**config.mk**
```make
export PLATFORM = sky130hd
export DESIGN_NAME = a_row_loader
export DESIGN_NICKNAME = d
export VERILOG_FILES = /design/src/rtl/a_loader_pkg.sv /design/src/rtl/row_assembler.sv /design/src/rtl/a_row_loader.sv
export SDC_FILE = /design/constraint.sdc
export NUM_CORES = 1
export LEC_CHECK = 0
export CORE_MARGIN = 2
export CORE_UTILIZATION = 46
export CTS_CLUSTER_DIAMETER = 60
export DETAILED_ROUTE_END_ITERATION = 10
export MAX_ROUTING_LAYER = met4
export PLACE_DENSITY = 0.83
export SLEW_MARGIN = 10
export SYNTH_ARGS = -nofsm -noshare
export SYNTH_HDL_FRONTEND = slang
export SYNTH_SLANG_ARGS = --single-unit
```
**constraint.sdc**
```tcl
create_clock -name clk -period 4 [get_ports clk]
set_clock_uncertainty 0.15 [all_clocks]
set_input_delay 0.8 -clock clk [delete_from_list [all_inputs] [get_ports clk]]
set_output_delay 0.8 -clock clk [all_outputs]
set_load 0.02 [all_outputs]
```
**src/rtl/a_loader_pkg.sv**
```systemverilog
// rtl/a_loader_pkg.sv - shared types and sizing helpers for the A-row loader
//
// Purpose: loader FSM state encoding, derived-constant helpers (elements per
// word, words per row, counter widths) and the configuration legality check
// used at elaboration time by the loader and its row assembler.
// Ports: none (package).

package a_loader_pkg;

  typedef enum logic [1:0] {
    IDLE   = 2'd0,
    LOAD   = 2'd1,
    STREAM = 2'd2,
    DONE   = 2'd3
  } state_t;

  // Elements carried by one input word.
  function automatic int calc_epw(input int in_w, input int bits_ab);
    return in_w / bits_ab;
  endfunction

  // Input words needed to fill one DIM-element row.
  function automatic int calc_wpr(input int dim, input int in_w, input int bits_ab);
    return dim / (in_w / bits_ab);
  endfunction

  // Counter width for values 0..n-1, never narrower than one bit.
  function automatic int cnt_w(input int n);
    return (n > 1) ? $clog2(n) : 1;
  endfunction

  // Words must hold a whole number of elements, and a whole number of words
  // must make up a row, so no element ever straddles a word or row boundary.
  function automatic bit cfg_ok(input int dim, input int in_w, input int bits_ab);
    return (bits_ab > 0) && (in_w >= bits_ab) && ((in_w % bits_ab) == 0) &&
           ((dim % (in_w / bits_ab)) == 0);
  endfunction

endpackage

```
**src/rtl/row_assembler.sv**
```systemverilog
// rtl/row_assembler.sv - packs input words into one DIM-element row
//
// Purpose: holds the partially filled row and merges each accepted word into
// its slot range. The merged view (buffer plus the word on the bus) is
// presented combinationally so the loader can capture a finished row on the
// same edge that accepts its last word.
// Ports:
//   clk, rst          clock, asynchronous active-high reset (clears buffer)
//   i_word            packed input word, element k at [k*BITS_AB +: BITS_AB]
//   i_word_idx        position of i_word within the row (0..WPR-1)
//   i_accept          word is being accepted this cycle
//   o_row             buffer merged with i_word at slot range of i_word_idx
//   o_row_complete    i_accept on the last word of a row

module row_assembler
  import a_loader_pkg::*;
#(
  parameter  int BITS_AB = 8,
  parameter  int DIM     = 8,
  parameter  int IN_W    = 64,
  localparam int EPW     = calc_epw(IN_W, BITS_AB),
  localparam int WPR     = calc_wpr(DIM, IN_W, BITS_AB),
  localparam int WW      = cnt_w(WPR)
) (
  input  logic                      clk,
  input  logic                      rst,
  input  logic [IN_W-1:0]           i_word,
  input  logic [WW-1:0]             i_word_idx,
  input  logic                      i_accept,
  output logic signed [BITS_AB-1:0] o_row [DIM],
  output logic                      o_row_complete
);

  localparam logic [WW-1:0] LAST_WORD = WW'(WPR - 1);

  logic signed [BITS_AB-1:0] r_buf [DIM];
  logic signed [BITS_AB-1:0] w_row [DIM];

  // Slot s belongs to word s/EPW at element position s%EPW; element 0 of the
  // word lands in the lowest slot of its range.
  always_comb begin
    for (int s = 0; s < DIM; s++) begin
      if (i_word_idx == WW'(s / EPW)) begin
        w_row[s] = i_word[(s % EPW)*BITS_AB +: BITS_AB];
      end else begin
        w_row[s] = r_buf[s];
      end
    end
  end

  always_ff @(posedge clk or posedge rst) begin
    if (rst) begin
      for (int s = 0; s < DIM; s++) begin
        r_buf[s] <= '0;
      end
    end else if (i_accept) begin
      for (int s = 0; s < DIM; s++) begin
        r_buf[s] <= w_row[s];
      end
    end
  end

  assign o_row          = w_row;
  assign o_row_complete = i_accept && (i_word_idx == LAST_WORD);

endmodule

```
**src/rtl/a_row_loader.sv**
```systemverilog
// rtl/a_row_loader.sv - stream-to-row feeder for the skewed A-matrix buffer
//
// Purpose: on start, accepts WPR*DIM packed words over a valid/ready stream,
// writes rows 0..DIM-1 into the A buffer, then holds the buffer shift enable
// for STREAM_CYC cycles and pulses done.
// Ports:
//   clk, rst     clock, asynchronous active-high reset
//   start        one-cycle load request, honoured only in IDLE
//   in_valid     input word valid
//   in_ready     loader accepts a word this cycle (registered, LOAD only)
//   in_data      packed input word, element k at [k*BITS_AB +: BITS_AB]
//   Ain          row data for the A buffer (held while WrEn=0)
//   Arow         row index for Ain (held while WrEn=0)
//   WrEn         one-cycle row write strobe
//   en           A buffer shift enable during the drain window
//   busy         loader is not idle
//   done         one-cycle completion pulse

module a_row_loader
  import a_loader_pkg::*;
#(
  parameter  int BITS_AB    = 8,
  parameter  int DIM        = 8,
  parameter  int IN_W       = 64,
  parameter  int STREAM_CYC = 3*DIM - 2,
  localparam int WPR        = calc_wpr(DIM, IN_W, BITS_AB),
  localparam int WW         = cnt_w(WPR),
  localparam int RW         = cnt_w(DIM),
  localparam int CW         = $clog2(STREAM_CYC + 1)
) (
  input  logic                      clk,
  input  logic                      rst,
  input  logic                      start,
  input  logic                      in_valid,
  output logic                      in_ready,
  input  logic [IN_W-1:0]           in_data,
  output logic signed [BITS_AB-1:0] Ain [DIM],
  output logic [RW-1:0]             Arow,
  output logic                      WrEn,
  output logic                      en,
  output logic                      busy,
  output logic                      done
);

  if (!cfg_ok(DIM, IN_W, BITS_AB)) begin : g_bad_cfg
    $error("a_row_loader: IN_W must be a multiple of BITS_AB and IN_W/BITS_AB must divide DIM");
  end

  localparam logic [WW-1:0] LAST_WORD = WW'(WPR - 1);
  localparam logic [RW-1:0] LAST_ROW  = RW'(DIM - 1);
  localparam logic [CW-1:0] LAST_CYC  = CW'(STREAM_CYC);

  state_t                    r_state;
  logic [WW-1:0]             r_word_cnt;
  logic [RW-1:0]             r_row_cnt;
  logic [CW-1:0]             r_cyc_cnt;
  logic                      r_in_ready;
  logic                      r_wr_en;
  logic                      r_en;
  logic                      r_done;
  logic signed [BITS_AB-1:0] r_ain [DIM];
  logic [RW-1:0]             r_arow;

  logic                      w_accept;
  logic signed [BITS_AB-1:0] w_row [DIM];
  logic                      w_row_complete;

  // in_ready is a flop, so acceptance never loops back through in_valid.
  assign w_accept = in_valid && r_in_ready;

  row_assembler #(
    .BITS_AB (BITS_AB),
    .DIM     (DIM),
    .IN_W    (IN_W)
  ) u_row_assembler (
    .clk            (clk),
    .rst            (rst),
    .i_word         (in_data),
    .i_word_idx     (r_word_cnt),
    .i_accept       (w_accept),
    .o_row          (w_row),
    .o_row_complete (w_row_complete)
  );

  always_ff @(posedge clk or posedge rst) begin
    if (rst) begin
      r_state    <= IDLE;
      r_word_cnt <= '0;
      r_row_cnt  <= '0;
      r_cyc_cnt  <= '0;
      r_in_ready <= 1'b0;
      r_wr_en    <= 1'b0;
      r_en       <= 1'b0;
      r_done     <= 1'b0;
      r_arow     <= '0;
      for (int k = 0; k < DIM; k++) begin
        r_ain[k] <= '0;
      end
    end else begin
      case (r_state)
        IDLE: begin
          r_wr_en <= 1'b0;
          r_en    <= 1'b0;
          r_done  <= 1'b0;
          if (start) begin
            r_state    <= LOAD;
            r_in_ready <= 1'b1;
            r_word_cnt <= '0;
            r_row_cnt  <= '0;
            r_cyc_cnt  <= '0;
          end
        end

        LOAD: begin
          // Strobe drops unless the next row completes right behind it;
          // in_ready stays high so rows can arrive back to back.
          r_wr_en <= 1'b0;
          if (w_accept) begin
            r_word_cnt <= (r_word_cnt == LAST_WORD) ? '0 : r_word_cnt + 1'b1;
            if (w_row_complete) begin
              for (int k = 0; k < DIM; k++) begin
                r_ain[k] <= w_row[k];
              end
              r_arow  <= r_row_cnt;
              r_wr_en <= 1'b1;
              if (r_row_cnt == LAST_ROW) begin
                // The drain window opens on the same cycle as the last
                // row write, so en's first cycle overlaps that WrEn.
                r_row_cnt  <= '0;
                r_state    <= STREAM;
                r_in_ready <= 1'b0;
                r_en       <= 1'b1;
                r_cyc_cnt  <= CW'(1);
              end else begin
                r_row_cnt <= r_row_cnt + 1'b1;
              end
            end
          end
        end

        STREAM: begin
          // r_cyc_cnt numbers the en cycle currently in progress (1-based).
          r_wr_en <= 1'b0;
          if (r_cyc_cnt == LAST_CYC) begin
            r_en      <= 1'b0;
            r_done    <= 1'b1;
            r_state   <= DONE;
            r_cyc_cnt <= '0;
          end else begin
            r_cyc_cnt <= r_cyc_cnt + 1'b1;
          end
        end

        DONE: begin
          // start is deliberately not sampled here.
          r_done  <= 1'b0;
          r_state <= IDLE;
        end

        default: begin
          r_state <= IDLE;
        end
      endcase
    end
  end

  assign in_ready = r_in_ready;
  assign Ain      = r_ain;
  assign Arow     = r_arow;
  assign WrEn     = r_wr_en;
  assign en       = r_en;
  assign done     = r_done;
  assign busy     = (r_state != IDLE);

endmodule
```
=== Word level (Yosys, flattened, before mapping) ===
Cells that the tools add are included.

* Register bits after elaboration: 146
* Input bits: 68
* Word-level logic and storage cells: 101

* Multiplexer cells: 44
* Add/sub/neg operators: 3
* Reductions and logical operators: 18
* Equal/unequal tests: 10
* Bitwise logic cells: 1

{| class="wikitable"
|+ Operators by type and width
! operator !! count
|-
| $mux W8 || 8
|-
| $mux W5 || 5
|-
| $reduce_and A5 Y1 || 4
|-
| $pmux W5 S3 || 1
|-
| $mux W1 || 14
|-
| $mux W3 || 4
|-
| $mux W2 || 5
|-
| $pmux W1 S2 || 4
|-
| $pmux W2 S4 || 1
|-
| $reduce_bool A2 Y1 || 4
|-
| $ne A2 B2 Y1 const B || 3
|-
| $pmux W3 S2 || 1
|-
| $reduce_and A3 Y1 || 2
|-
| $add A5 B1 Y5 const B || 1
|-
| $eq A5 B5 Y1 const B || 1
|-
| $eq A2 B2 Y1 const B || 2
|-
| $ne A2 B1 Y1 const B || 2
|-
| $reduce_and A4 Y1 || 1
|-
| $reduce_or A2 Y1 || 2
|-
| $add A3 B1 Y3 const B || 1
|-
| $eq A3 B3 Y1 const B || 1
|-
| $pmux W1 S3 || 1
|-
| $reduce_bool A3 Y1 || 1
|-
| $eq A2 B1 Y1 const B || 1
|-
| 5 further kinds || 6
|}

=== Depth between registers and ports, before layout ===
* Word-level depth: 5
* Mapped depth: 9

=== Hierarchy ===
From an unflattened synthesis, not the netlist that was laid out.

* Cell total of the unflattened synthesis: 436
* Area, all modules: 6747.7 um2

{| class="wikitable"
|+ By module, submodules not included
! module !! area each (um2) !! cells each !! instances
|-
| row_assembler || 3405.8 || 208 || 1
|-
| a_row_loader || 3342.0 || 228 || 1
|}

=== Worst setup path after synthesis ===
No wires, ideal clock.

* Kind: input-to-reg
* From: input port in_valid
* To: register r_cyc_cnt[3]
* Stages: 4
* Arrival: 1.840 ns
* Setup slack: 1.914 ns
* Library setup time: 0.095 ns
* Data required time: 3.755 ns
* Path buffers: 0
* Path through: nand3_2 a211o_1 or3_1 o31ai_1

* Longest elaborated chain between the ends: 4

{| class="wikitable"
|+ Ends and longest elaborated chain
! what !! line !! RTL
|-
| from (decl) || a_row_loader.sv:34 || <nowiki>input logic in_valid,</nowiki>
|-
| $logic_and A1 B1 Y1 (*) || a_row_loader.sv:69 || <nowiki>assign w_accept = in_valid && r_in_ready;</nowiki>
|-
| $logic_and A1 B1 Y1 || row_assembler.sv:64 || <nowiki>assign o_row_complete = i_accept && (i_word_idx == LAST_WORD);</nowiki>
|-
| $ne A2 B1 Y1 (no line) || - ||
|-
| $reduce_and A5 Y1 (no line) (*) || - ||
|-
| to (signal assigned) || a_row_loader.sv:150 || <nowiki>r_cyc_cnt <= r_cyc_cnt + 1'b1;</nowiki>
|-
| to (decl) || a_row_loader.sv:56 || <nowiki>logic [CW-1:0] r_cyc_cnt;</nowiki>
|}

Mark *: on every way between the ends. The rest lies on a longest branch, timed or not.
A chain may end at the register's enable or synchronous reset.

=== Worst setup path in the final report ===
* From: register r_state[0]
* To: output port busy

* Longest elaborated chain between the ends: 1

{| class="wikitable"
|+ Ends and longest elaborated chain
! what !! line !! RTL
|-
| from (decl) || a_row_loader.sv:53 || <nowiki>state_t r_state;</nowiki>
|-
| from (signal assigned) || a_row_loader.sv:87 || <nowiki>r_state <= IDLE;</nowiki>
|-
| from (signal assigned) || a_row_loader.sv:106 || <nowiki>r_state <= LOAD;</nowiki>
|-
| from (signal assigned) || a_row_loader.sv:130 || <nowiki>r_state <= STREAM;</nowiki>
|-
| $reduce_bool A2 Y1 || a_row_loader.sv:173 || <nowiki>assign busy = (r_state != IDLE);</nowiki>
|-
| to (decl) || a_row_loader.sv:41 || <nowiki>output logic busy,</nowiki>
|}

Every way passes these cells.

==> impl_metrics.yaml <==
sta:
  drv_slew: 0
  fin_crit_ps: 2748
  max_freq_mhz: 363.9
  max_slew_margin: 0.4649
  fin_hold_ws_ps: 327.8
  rsz0062_at_grt: "no"
  hold_viol: 0
  fin_ws_ps: 1252
  min_period_over_period: 0.6869
  setup-violations-final: 0
  tns_ps: 0
  worst_slew_pin_slew_ps: 802.7
clock_tree:
  cts_tree: "built"
  ctsResizeCount: 0
  holdBufCountCts: 0
  clk_path_buf_depth: 2
  cts-buffers-inserted: 9
  clockRootBuffer: "clkbuf_8"
  cts.sinks: 81
  post_cts_buffers: 0
  htreeDepth: 3
  clk_latency_ps: 350
  cts.clk_slew.worst_paths_ps: 80
floorplan:
  initial_core_util: 0.4662
  ios: 140
  die_h_um: 89.05
  coreArea_mm2: 0.007137
  die_w_um: 89.05
  die_area_mm2: 0.007929
  core.rowCount: 31
final_layout:
  seq_area_mm2: 0.002027
  final_cell_area_mm2: 0.005047
  final_core_util: 0.7072
  num-fill-cells: 572
  syn_to_final_growth_pct: 51.71
  fin_nets: 583
  multi_input_area_mm2: 0.001215
  n_antenna_cell: 0
  drive_gt1_frac: 0.05078
power:
  powerDensity_mw_per_mm2: 312.5
  power_leakage_uw: 0.002550
  peakVddDrop_mv: 0.2358
worst_hold_path:
  hold_depth: 2
  hp-class: "flop to flop"
  hold_start: "Ain[29]"
logic_synthesis:
  ys_seq_area_frac: 0.6093
  syn-cell-area_mm2: 0.003327
  ys_ff_latch: 81
  netlist_top_cells_count: "210 x nand2_1, 81 x dfrtp_1, 11 x clkbuf_1"
  syn-num-nets: 445
  async_flop_share: 1.000
  synth.area.top_cells: "dfrtp_1 61%, nand2_1 24%, ha_1 3.0%"
  ys_types: 31
  syn_avg_cell_area_um2: 9.016
  yosys_warnings: 0
  synth.largest_area_cell: "dfrtp_1"
  synth_edf_count: 0
  yosys.area.top_type_share: 0.6093
  synthFlopType: "dfrtp_1"
  yosysMostFrequentCell: "nand2_1"
  synth_cells: 369
global_route:
  grt_max_degree: 47
  grt_antenna_before_repair: 0
  overflow: 0
  grtUsageTotal: 0.2257
  grt_pass1_wl_mm: 13.41
  grt_pass1_vias: 2906
place:
  place.gp.congestion: 0.7658
  pre_cts_slack_ps: 1044
  place_hpwl_mm: 6.146
  port_buffers: 139
  dpl_cell_area_mm2: 0.004818
job:
  drv_cap: 0
routing:
  firstDrtPassIters: 4
  ant_nets: 0
  viasPerCell: 4.830
  wl_per_cell_um: 13.95
  drc_errors: 0
  wirelength_mm: 8.522
  via_count: 2951
  drt_iter0_markers: 149
status:
  status: "finished clean"
critical_path:
  cp.arrival_ps: 1800
  r2r-start: "r_state[1]"
  rr_worst_depth: 5
  critPathKind: "flop to output port"
  cp_data_required_time_ps: 3050
  crit_start: "r_state[0]"
  crit_path_end_kind: "output port"
  cp_max_fo: 8
  worst_setup_path_start_kind: "flop"
worst max-delay path, stage by stage (launching register included):
cell	delay, ps
dfrtp_1	380
inv_1	90
ha_1	300
inv_1	90
clkdlybuf4s50_1	600
routing by layer:
layer  vias to the layer above  wire length (µm)  GRT usage
met5                         -                 0          -
met4                         0               215    0.09091
met3                        18               606    0.03970
met2                       116              4015     0.3562
met1                      1376              3685     0.2915
li1                       1441                 -          -
flip-flops by register name (all words and copies together) (netlist names):
name and count:
Ain 64, r_cyc_cnt 5, Arow 3, r_row_cnt 3, r_state 2, WrEn 1
done 1, en 1, in_ready 1
report_power, final:
group | switching [µW] | internal [µW]
registers | 0 | 818
clock network | 299 | 374
logic | 26.8 | 58.9
total | 326 | 1250
path summary, 6_finish.rpt:
path,to,slack (ps)
max in group asynchronous,Ain[8],2230
worst max-delay path,busy,1250
worst min-delay path,Ain[29],330
min in group asynchronous,Ain[16],720
worst max register to register,r_row_cnt[2],1510
worst min register to register,Ain[29],330
layout make-up:
cell class                 instances  share of cell area
clock inverter                     5             0.01735
tap                               99             0.02454
timing repair buffer             144              0.2831
inverter                           6            0.004710
multi-input combinational        265              0.2407
sequential                        81              0.4016
clock buffer                      11             0.02801
layout by cell type, fill, tap and decap left out, drive strengths merged, types with 2 or more instances in the layout:
master / synthesis / final
a21oi: 3 / 3
a22o: 3 / 3
and3: 2 / 2
buf: 6 / 5
bufinv: 0 / 2
clkbuf: 11 / 11
clkdlybuf4s50: 0 / 139
clkinv: 0 / 2
dfrtp: 81 / 81
ha: 8 / 8
inv: 6 / 6
mux2: 2 / 2
nand2: 210 / 210
nand2b: 2 / 2
nand3: 5 / 5
nor2b: 2 / 2
nor3: 2 / 2
nor3b: 2 / 2
o21ai: 8 / 8
o31ai: 3 / 3
o41ai: 2 / 2
kinds of logic after synthesis:
kind of cell               count (synthesis)  share of synthesized area
and+or+nand+nor                          231                     0.2772
AOI/OAI and AO/OA                         24                    0.04927
muxes                                      2                   0.006769
DFF                                       81                     0.6093
adders and majority gates                  8                    0.03009
buffers and inverters                     23                    0.02745
through the flow:
step	power [µW]	instances
3_3_place_gp	922.3	595
4_1_cts	1596	611
5_1_grt	1636	611
2_1_floorplan	847.2	369
3_5_place_dp	921.3	595
6_report	1577	611
(Power assumes the default switching activity.)
